**config.mk**
```make
export PLATFORM = sky130hd
export DESIGN_NAME = fetch_stage
export DESIGN_NICKNAME = d
export VERILOG_FILES = /design/src/rtl/riscv_pkg.sv /design/src/rtl/fetch_queue.sv /design/src/rtl/fetch_stage.sv
export SDC_FILE = /design/constraint.sdc
export NUM_CORES = 1
export LEC_CHECK = 0
export BUFFER_PORTS_ARGS = -buffer_cell sky130_fd_sc_hd__buf_2
export CORE_MARGIN = 2
export CORE_UTILIZATION = 45
export CTS_BUF_LIST = sky130_fd_sc_hd__clkbuf_4
export CTS_CLUSTER_SIZE = 24
export DETAILED_ROUTE_END_ITERATION = 8
export PLACE_DENSITY = 0.66
export SLEW_MARGIN = 20
export SYNTH_ARGS = -nofsm -noshare
export SYNTH_HDL_FRONTEND = slang
export SYNTH_SLANG_ARGS = --single-unit
```
**constraint.sdc**
```tcl
create_clock -name clk -period 4 [get_ports clk]
set_input_delay 0.8 -clock clk [delete_from_list [all_inputs] [get_ports clk]]
set_output_delay 0.8 -clock clk [all_outputs]
set_load 0.02 [all_outputs]
```
**src/rtl/riscv_pkg.sv**
```systemverilog
// rtl/riscv_pkg.sv - shared RV32 constants and the fetch buffer entry type
package riscv_pkg;

  localparam int              XLEN             = 32;
  localparam int              INSN_BYTES       = 4;
  localparam logic [XLEN-1:0] NOP_INSN         = 32'h0000_0013;
  localparam logic [XLEN-1:0] DEFAULT_RESET_PC = 32'h0000_0000;

  typedef struct packed {
    logic [XLEN-1:0] pc;
    logic [XLEN-1:0] instr;
    logic            filled;
  } fetch_entry_t;

endpackage

```
**src/rtl/fetch_queue.sv**
```systemverilog
// rtl/fetch_queue.sv - circular buffer of fetched words; entries are allocated at
// issue, filled in response order, popped at the head, and dropped wholesale on flush.
module fetch_queue
  import riscv_pkg::*;
#(
  parameter int              DEPTH    = 2,
  parameter logic [XLEN-1:0] RESET_PC = DEFAULT_RESET_PC
) (
  input  logic                       clk,
  input  logic                       rst_n,
  input  logic                       alloc,
  input  logic [XLEN-1:0]            alloc_pc,
  input  logic                       fill,
  input  logic [XLEN-1:0]            fill_instr,
  input  logic                       pop,
  input  logic                       flush,
  output logic [$clog2(DEPTH+1)-1:0] alloc_cnt,
  output logic                       head_valid,
  output logic [XLEN-1:0]            head_pc,
  output logic [XLEN-1:0]            head_instr
);

  localparam int             PW    = $clog2(DEPTH);
  localparam int             CW    = $clog2(DEPTH+1);
  localparam logic [PW-1:0]  PTR_1 = PW'(1);
  localparam logic [CW-1:0]  CNT_1 = CW'(1);

  fetch_entry_t  mem [DEPTH];
  logic [PW-1:0] head_ptr;
  logic [PW-1:0] fill_ptr;
  logic [PW-1:0] tail_ptr;
  logic [CW-1:0] count;

  // Fill only targets allocated-but-unfilled entries and pop only filled ones,
  // so alloc, fill and pop never collide except alloc/pop on a full buffer,
  // where both leave the entry unfilled.
  always_ff @(posedge clk or negedge rst_n) begin
    if (!rst_n) begin
      head_ptr <= '0;
      fill_ptr <= '0;
      tail_ptr <= '0;
      count    <= '0;
      for (int i = 0; i < DEPTH; i++) begin
        mem[i] <= '{pc: RESET_PC, instr: NOP_INSN, filled: 1'b0};
      end
    end else if (flush) begin
      head_ptr <= '0;
      fill_ptr <= '0;
      tail_ptr <= '0;
      count    <= '0;
      for (int i = 0; i < DEPTH; i++) begin
        mem[i].filled <= 1'b0;
      end
    end else begin
      if (alloc) begin
        mem[tail_ptr] <= '{pc: alloc_pc, instr: NOP_INSN, filled: 1'b0};
        tail_ptr      <= tail_ptr + PTR_1;
      end
      if (fill) begin
        mem[fill_ptr].instr  <= fill_instr;
        mem[fill_ptr].filled <= 1'b1;
        fill_ptr             <= fill_ptr + PTR_1;
      end
      if (pop) begin
        mem[head_ptr].filled <= 1'b0;
        head_ptr             <= head_ptr + PTR_1;
      end
      case ({alloc, pop})
        2'b10:   count <= count + CNT_1;
        2'b01:   count <= count - CNT_1;
        default: count <= count;
      endcase
    end
  end

  assign alloc_cnt  = count;
  assign head_valid = (count != '0) && mem[head_ptr].filled;
  assign head_pc    = mem[head_ptr].pc;
  assign head_instr = mem[head_ptr].instr;

endmodule

```
**src/rtl/fetch_stage.sv**
```systemverilog
// rtl/fetch_stage.sv - instruction fetch: owns the PC, issues in-order word fetches,
// buffers returned words and hands {instr, pc} to decode; redirects squash in-flight work.
module fetch_stage
  import riscv_pkg::*;
#(
  parameter int               WIDTH    = XLEN,
  parameter logic [WIDTH-1:0] RESET_PC = DEFAULT_RESET_PC,
  parameter int               DEPTH    = 2
) (
  input  logic             clk,
  input  logic             rst_n,
  output logic             imem_req,
  output logic [WIDTH-1:0] imem_addr,
  input  logic             imem_gnt,
  input  logic             imem_rvalid,
  input  logic [WIDTH-1:0] imem_rdata,
  input  logic             redirect_valid,
  input  logic [WIDTH-1:0] redirect_pc,
  output logic             id_valid,
  input  logic             id_ready,
  output logic [WIDTH-1:0] id_instr,
  output logic [WIDTH-1:0] id_pc
);

  localparam int            CW    = $clog2(DEPTH+1);
  // After a redirect the buffer is free again while up to DEPTH doomed fetches
  // are still in flight, so the in-flight count can reach 2*DEPTH.
  localparam int            OW    = $clog2(2*DEPTH+1);
  localparam logic [OW-1:0] OUT_1 = OW'(1);

  logic             run;
  logic [WIDTH-1:0] fetch_pc;
  logic [OW-1:0]    outstanding;
  logic [OW-1:0]    drop_cnt;
  logic [OW-1:0]    out_after_resp;
  logic [OW-1:0]    outstanding_nxt;
  logic [CW-1:0]    alloc_cnt;
  logic             issue;
  logic             resp_fill;
  logic             resp_drop;
  logic             pop;
  logic             head_valid;
  logic [WIDTH-1:0] head_pc;
  logic [WIDTH-1:0] head_instr;
  logic             unused_redirect_lsbs;

  assign unused_redirect_lsbs = ^redirect_pc[1:0];

  assign imem_req  = run && !redirect_valid && (alloc_cnt < CW'(DEPTH));
  assign imem_addr = fetch_pc;
  assign issue     = imem_req && imem_gnt;
  assign resp_drop = imem_rvalid && (drop_cnt != '0);
  assign resp_fill = imem_rvalid && (drop_cnt == '0);
  assign pop       = id_valid && id_ready;

  always_comb begin
    out_after_resp  = imem_rvalid ? (outstanding - OUT_1) : outstanding;
    outstanding_nxt = issue ? (out_after_resp + OUT_1) : out_after_resp;
  end

  always_ff @(posedge clk or negedge rst_n) begin
    if (!rst_n) begin
      run         <= 1'b0;
      fetch_pc    <= RESET_PC;
      outstanding <= '0;
      drop_cnt    <= '0;
    end else begin
      run         <= 1'b1;
      outstanding <= outstanding_nxt;
      if (redirect_valid) begin
        fetch_pc <= {redirect_pc[WIDTH-1:2], 2'b00};
        drop_cnt <= out_after_resp;
      end else begin
        if (issue) begin
          fetch_pc <= fetch_pc + WIDTH'(INSN_BYTES);
        end
        if (resp_drop) begin
          drop_cnt <= drop_cnt - OUT_1;
        end
      end
    end
  end

  // A pop in the redirect cycle has already been seen by decode; flush wins afterwards.
  fetch_queue #(
    .DEPTH   (DEPTH),
    .RESET_PC(RESET_PC)
  ) u_queue (
    .clk       (clk),
    .rst_n     (rst_n),
    .alloc     (issue),
    .alloc_pc  (fetch_pc),
    .fill      (resp_fill),
    .fill_instr(imem_rdata),
    .pop       (pop),
    .flush     (redirect_valid),
    .alloc_cnt (alloc_cnt),
    .head_valid(head_valid),
    .head_pc   (head_pc),
    .head_instr(head_instr)
  );

  assign id_valid = head_valid;
  assign id_instr = head_valid ? head_instr : NOP_INSN;
  assign id_pc    = head_valid ? head_pc : fetch_pc;

  rvalid_needs_outstanding: assert property (
    @(posedge clk) disable iff (!rst_n) imem_rvalid |-> (outstanding != '0)
  );

endmodule

```
Yosys cells after proc, flatten, opt, wreduce, memory -nomap -nowiden
Index checks and enable logic that the tools add are counted.
Operators by class
  magnitude comparators: 7
  add/subtract/negate cells: 9
  reductions and logical operators: 19
  bitwise logic cells: 3
  shift operators: 0
  mux-type cells: 38
  $mul: 0
  eq/ne operators: 2
  divide/modulo/power cells: 0
Operator list (count)
  two-way mux 130 bit: 5
  bitwise mux 130 bit: 4
  demux 65 bit (select 1 bit): 4
  two-way mux 65 bit: 4
  two-way mux 32 bit: 4
  two-way mux 33 bit: 1
  adder 32 x 3 -> 32 bit, second input constant: 1
  two-way mux 3 bit: 4
  logical AND 1 bit: 10
  two-way mux 1 bit: 10
  nonzero test 2 bit: 5
  greater-or-equal comparator 2 bit, second input constant: 3
  less-than comparator 2 x 1 -> 1 bit, second input constant: 3
  inverter 1 -> 2 bit: 3
  nonzero test 3 bit: 2
  subtractor 3 x 1 -> 3 bit, second input constant: 2
  one-hot mux 2 bit (2 select lines): 1
  adder 1 bit, second input constant: 3
  adder 3 x 1 -> 3 bit, second input constant: 1
  zero test 3 bit: 1
  adder 2 x 1 -> 2 bit, second input constant: 1
  equality test 2 x 1 -> 1 bit, second input constant: 1
  equality test 2 bit, second input constant: 1
  less-than comparator 2 bit, second input constant: 1
  other kinds (3): 3
Storage, ports and cells
  output and inout port bits: 98
  latch bits: 0
  memories kept: 0
  word-level logic and storage cells: 92
  RAM bits: 0
  input port bits: 70
  memory bits (read-only): 0
  bits in registers: 174

Logic depth before layout (Yosys ltp)
  depth in word-level cells: 15
  depth in mapped cells: 8
  mapped depth without buffers: 7

Cells and area by module
From an unflattened synthesis, not the netlist that was laid out.
Second synthesis, totals
  cells, all modules: 716
  area, all modules: 8583.2 µm²
By module, submodules not included
  fetch_queue: seq. area each 3385.7 µm², area an instance 5789.3 µm², cells an instance 390, instances 1
  fetch_stage: seq. area each 925.9 µm², area an instance 2793.9 µm², cells an instance 326, instances 1

Worst setup path after synthesis
Ideal clock, no wire load.
  path kind: input -> output
  start: in redirect_valid
  end: out imem_req
  slack: 1279 ps
  buffers on the path: 3
  required time: 3200 ps
  stages on the path: 4
  arrival: 1921 ps
  cell sequence: clkbuf_1 > clkbuf_1 > clkbuf_1 > nor3b_1
On the way
  cells in the longest elaborated chain, start to end: 3
RTL lines
  from (decl): line fetch_stage.sv:17  | input logic redirect_valid,
  zero test 1 bit: line fetch_stage.sv:49  | assign imem_req = run && !redirect_valid && (alloc_cnt < CW'(DEPTH));
  logical AND 1 bit (2 in a row): line fetch_stage.sv:49
  to (decl): line fetch_stage.sv:12  | output logic imem_req,
Every way passes these cells.

Worst setup path in the final report
  start: reg u_queue.head_ptr
  end: out id_pc[15]
On the way
  cells in the longest elaborated chain, start to end: 6
RTL lines
  from (decl): line fetch_queue.sv:29  | logic [PW-1:0] head_ptr;
  from (signal assigned): line fetch_queue.sv:66  | head_ptr <= head_ptr + PTR_1;
  inverter 1 -> 2 bit (implied by the code) (*): line fetch_queue.sv:77, fetch_queue.sv:78
  two-way mux 65 bit (implied by the code) (*) (3 in a row): line fetch_queue.sv:77  | assign head_valid = (count != '0) && mem[head_ptr].filled;
  logical AND 1 bit: line fetch_queue.sv:77
  two-way mux 32 bit (*): line fetch_stage.sv:105  | assign id_pc = head_valid ? head_pc : fetch_pc;
  to (decl): line fetch_stage.sv:22  | output logic [WIDTH-1:0] id_pc
Mark *: on every way between the ends. The rest lies on a longest branch, timed or not. The select of a mux whose other input is x is not followed.

==> results.yml <==
run_status:
  status: "finished clean"
sta:
  setup_viol: 0
  finalMaxSlewViolations: 0
  rsz0062_at_grt: "false"
  tns_ns: 0
  max_freq_mhz: 297
  finalHoldViolCount: 0
  clock_skew_ns: 0.0211
  tightest_slew_ns: 0.893
  slew_headroom_pct: 40.5
  fin_crit_ns: 3.37
  fin_crit_sh_pct: 84.3
clocking:
  cts_tree: "done"
  clock_latency_ns: 0.55
  postCtsSetupBuffers: 0
  root_buffer: "clkbuf_4"
  ctsHoldBuffers: 0
  cts_sinks: 168
  cts_buffers: 17
  htree_levels: 4
  clkTransAtPathRegs_ns: 0.12
  cts_resized: 0
  clk_path_buf_depth: 2
setup_path:
  arrival_ns: 2.57
  worstReg2RegStart: "u_queue.alloc_cnt[1]"
  r2r_slack_ns: 1.52
  crit_fanout: 58
  r2r_end: "u_queue.mem[48]"
  rr_worst_depth: 5
  critical_path_class: "flip-flop to primary output"
  startpoint_type: "flip-flop"
  end_kind: "primary output"
  required_ns: 3.20
grt:
  grt_pass1_wl_um: 30300
  grt_pass1_vias: 5890
  antenna_found_initial: 2
  grt.total_usage_pct: 20.7
  overflow: 0
  grt_max_degree: 97
routing:
  vias: 6033
  wire_per_inst_um: 17.2
  drt_first_iter_violations: 351
  ant_nets: 0
  drcViolationCount: 0
  viasPerCell: 5.43
  routed_wl_um: 19100
  firstDrtPassIters: 6
yosys:
  synth-edff-count: 0
  synth_cells: 736
  synthArstFlopShare_pct: 100
  seq_area_frac_synth_pct: 52.3
  synth_flop_cell: "dfrtp_1"
  syn_avg_cell_area_um2: 11.0
  synth.cell_area_um2: 8060
  synth_seq_cells: 168
  yosys_warnings: 0
  yosys.cell_types.count: 48
placed_design:
  dp_hpwl_um: 12500
  gp_congestion: 0.805
  io_buffers: 161
floorplanning:
  dieArea_um2: 19000
  start_util_pct: 46.3
  die_w_um: 138
  die_y_um: 138
  ioPinCount: 168
  core_um2: 17400
  rows: 48
layout:
  nNetsFinal: 948
  multiInputGateArea_um2: 3610
  layout-drive-gt1-share_pct: 31.4
  area_growth_pct: 16.3
  diodes: 0
  final_cell_mix: "161 x dfrtp_1, 160 x buf_2, 84 x nand2_1"
  fillers: 1595
  final_util_pct: 53.8
  layout_commonest_cell: "dfrtp_1"
  seq_area_um2: 4220
power:
  ir_worst_vdd_mv: 0.264
  p_leak_nw: 4.30
  cellPowerDensity_nw_per_um2: 488
job:
  max_cap_violations: 0
worst_hold_path:
  hold_path.class: "primary input to asynchronous set/reset pin"
-- state kept, by name (all words and copies together), names as in the netlist --
register,flops
drop_cnt,3
imem_addr,30
outstanding,3
run,1
u_queue.alloc_cnt,2
u_queue.fill_ptr,1
u_queue.head_ptr,1
u_queue.mem,126
u_queue.tail_ptr,1
-- kinds of logic (layout without fill, tap and decap cells) --
logic type | after synthesis | in the layout | synth area share (%)
and+or+nand+nor | 194 | 194 | 11.2
DFF | 168 | 168 | 52.3
AOI/OAI and AO/OA | 147 | 147 | 12.8
muxes | 123 | 123 | 16.2
buffers and inverters | 68 | 215 | 3.55
xor gates and xnor gates | 29 | 29 | 3.15
adders and majority gates | 5 | 5 | 0.776
other | 2 | 5 | 0.0932
-- report_power, final --
part / internal (mW) / switching, mW / leakage, nW / total [mW]
registers: 2.17 / 0.303 / 2.14 / 2.47
clock network: 0.451 / 0.555 / 0.155 / 1.01
logic: 0.564 / 0.530 / 2.00 / 1.09
-- through the flow --
stage / hold WS (ns) / cells / setup WS, ns / power [mW] / area, um2
after global placement: 0.471 / 1079 / 1.21 / 3.56 / 9080
after detailed placement: 0.478 / 1079 / 1.19 / 3.60 / 9080
after global routing: 0.346 / 1111 / 0.446 / 4.86 / 9370
after floorplan: 0.450 / 739 / 1.28 / 3.25 / 8070
after CTS: 0.316 / 1111 / 0.537 / 4.62 / 9370
final: 0.305 / 1111 / 0.629 / 4.57 / 9370
-- worst max path at each step --
stage	start	to	slack, ns
6_report	u_queue.head_ptr	id_pc[15]	0.63
5_1_grt	u_queue.head_ptr	id_pc[28]	0.45
4_1_cts	u_queue.head_ptr	id_instr[1]	0.54
3_5_place_dp	u_queue.head_ptr	id_instr[1]	1.19
3_3_place_gp	u_queue.head_ptr	id_instr[1]	1.21
2_1_floorplan	redirect_valid	imem_req	1.28
-- synth_stat cells (all sizes together), types with 2 or more instances --
cell | instances | area [um2]
a22o | 58 | 508
dfstp | 6 | 158
dfrtp | 162 | 4050
nand2b | 3 | 18.8
o22a | 6 | 52.6
nand3 | 15 | 75.1
nand3b | 5 | 37.5
xnor2 | 12 | 105
nor4 | 5 | 31.3
nor3 | 9 | 45.0
buf | 21 | 110
nor2 | 42 | 160
or2 | 2 | 12.5
mux2 | 59 | 664
nand4 | 12 | 75.1
or3 | 3 | 18.8
clkbuf | 37 | 139
ha | 5 | 62.6
inv | 10 | 37.5
and4 | 3 | 28.8
mux2i | 64 | 641
nand2 | 84 | 315
and3 | 5 | 36.3
o311ai | 5 | 43.8
nor3b | 2 | 15.0
xor2 | 17 | 149
a21oi | 10 | 50.1
conb | 2 | 7.51
o21ai | 57 | 285
o211ai | 4 | 30.0
-- critical path, stage by stage, from the launching register on --
cell and delay [ns]:
dfrtp_4 0.72, nand2b_1 0.21, o221ai_4 0.23, buf_12 0.28, o21ai_0 0.34, buf_2 0.24
-- layout make-up --
type | instances | area share [%]
repair buffers | 173 | 10.0
clock inverters | 11 | 1.39
well taps | 225 | 3.00
inverters | 10 | 0.401
multi-input cells | 503 | 38.5
clock buffers | 21 | 1.68
flip-flops and latches | 168 | 45.0
-- per-layer routing --
metal  wire [um]  share of wire, %  GRT usage [%]  up-vias
li1            -                 -              -     2898
met1        9030                47           28.1     2922
met2        8580                45           32.3      190
met3        1280               6.7           6.11       19
met4         201               1.1           6.07        4
met5          27              0.14              0        -
Note: power is estimated with default switching activity, not from simulation.
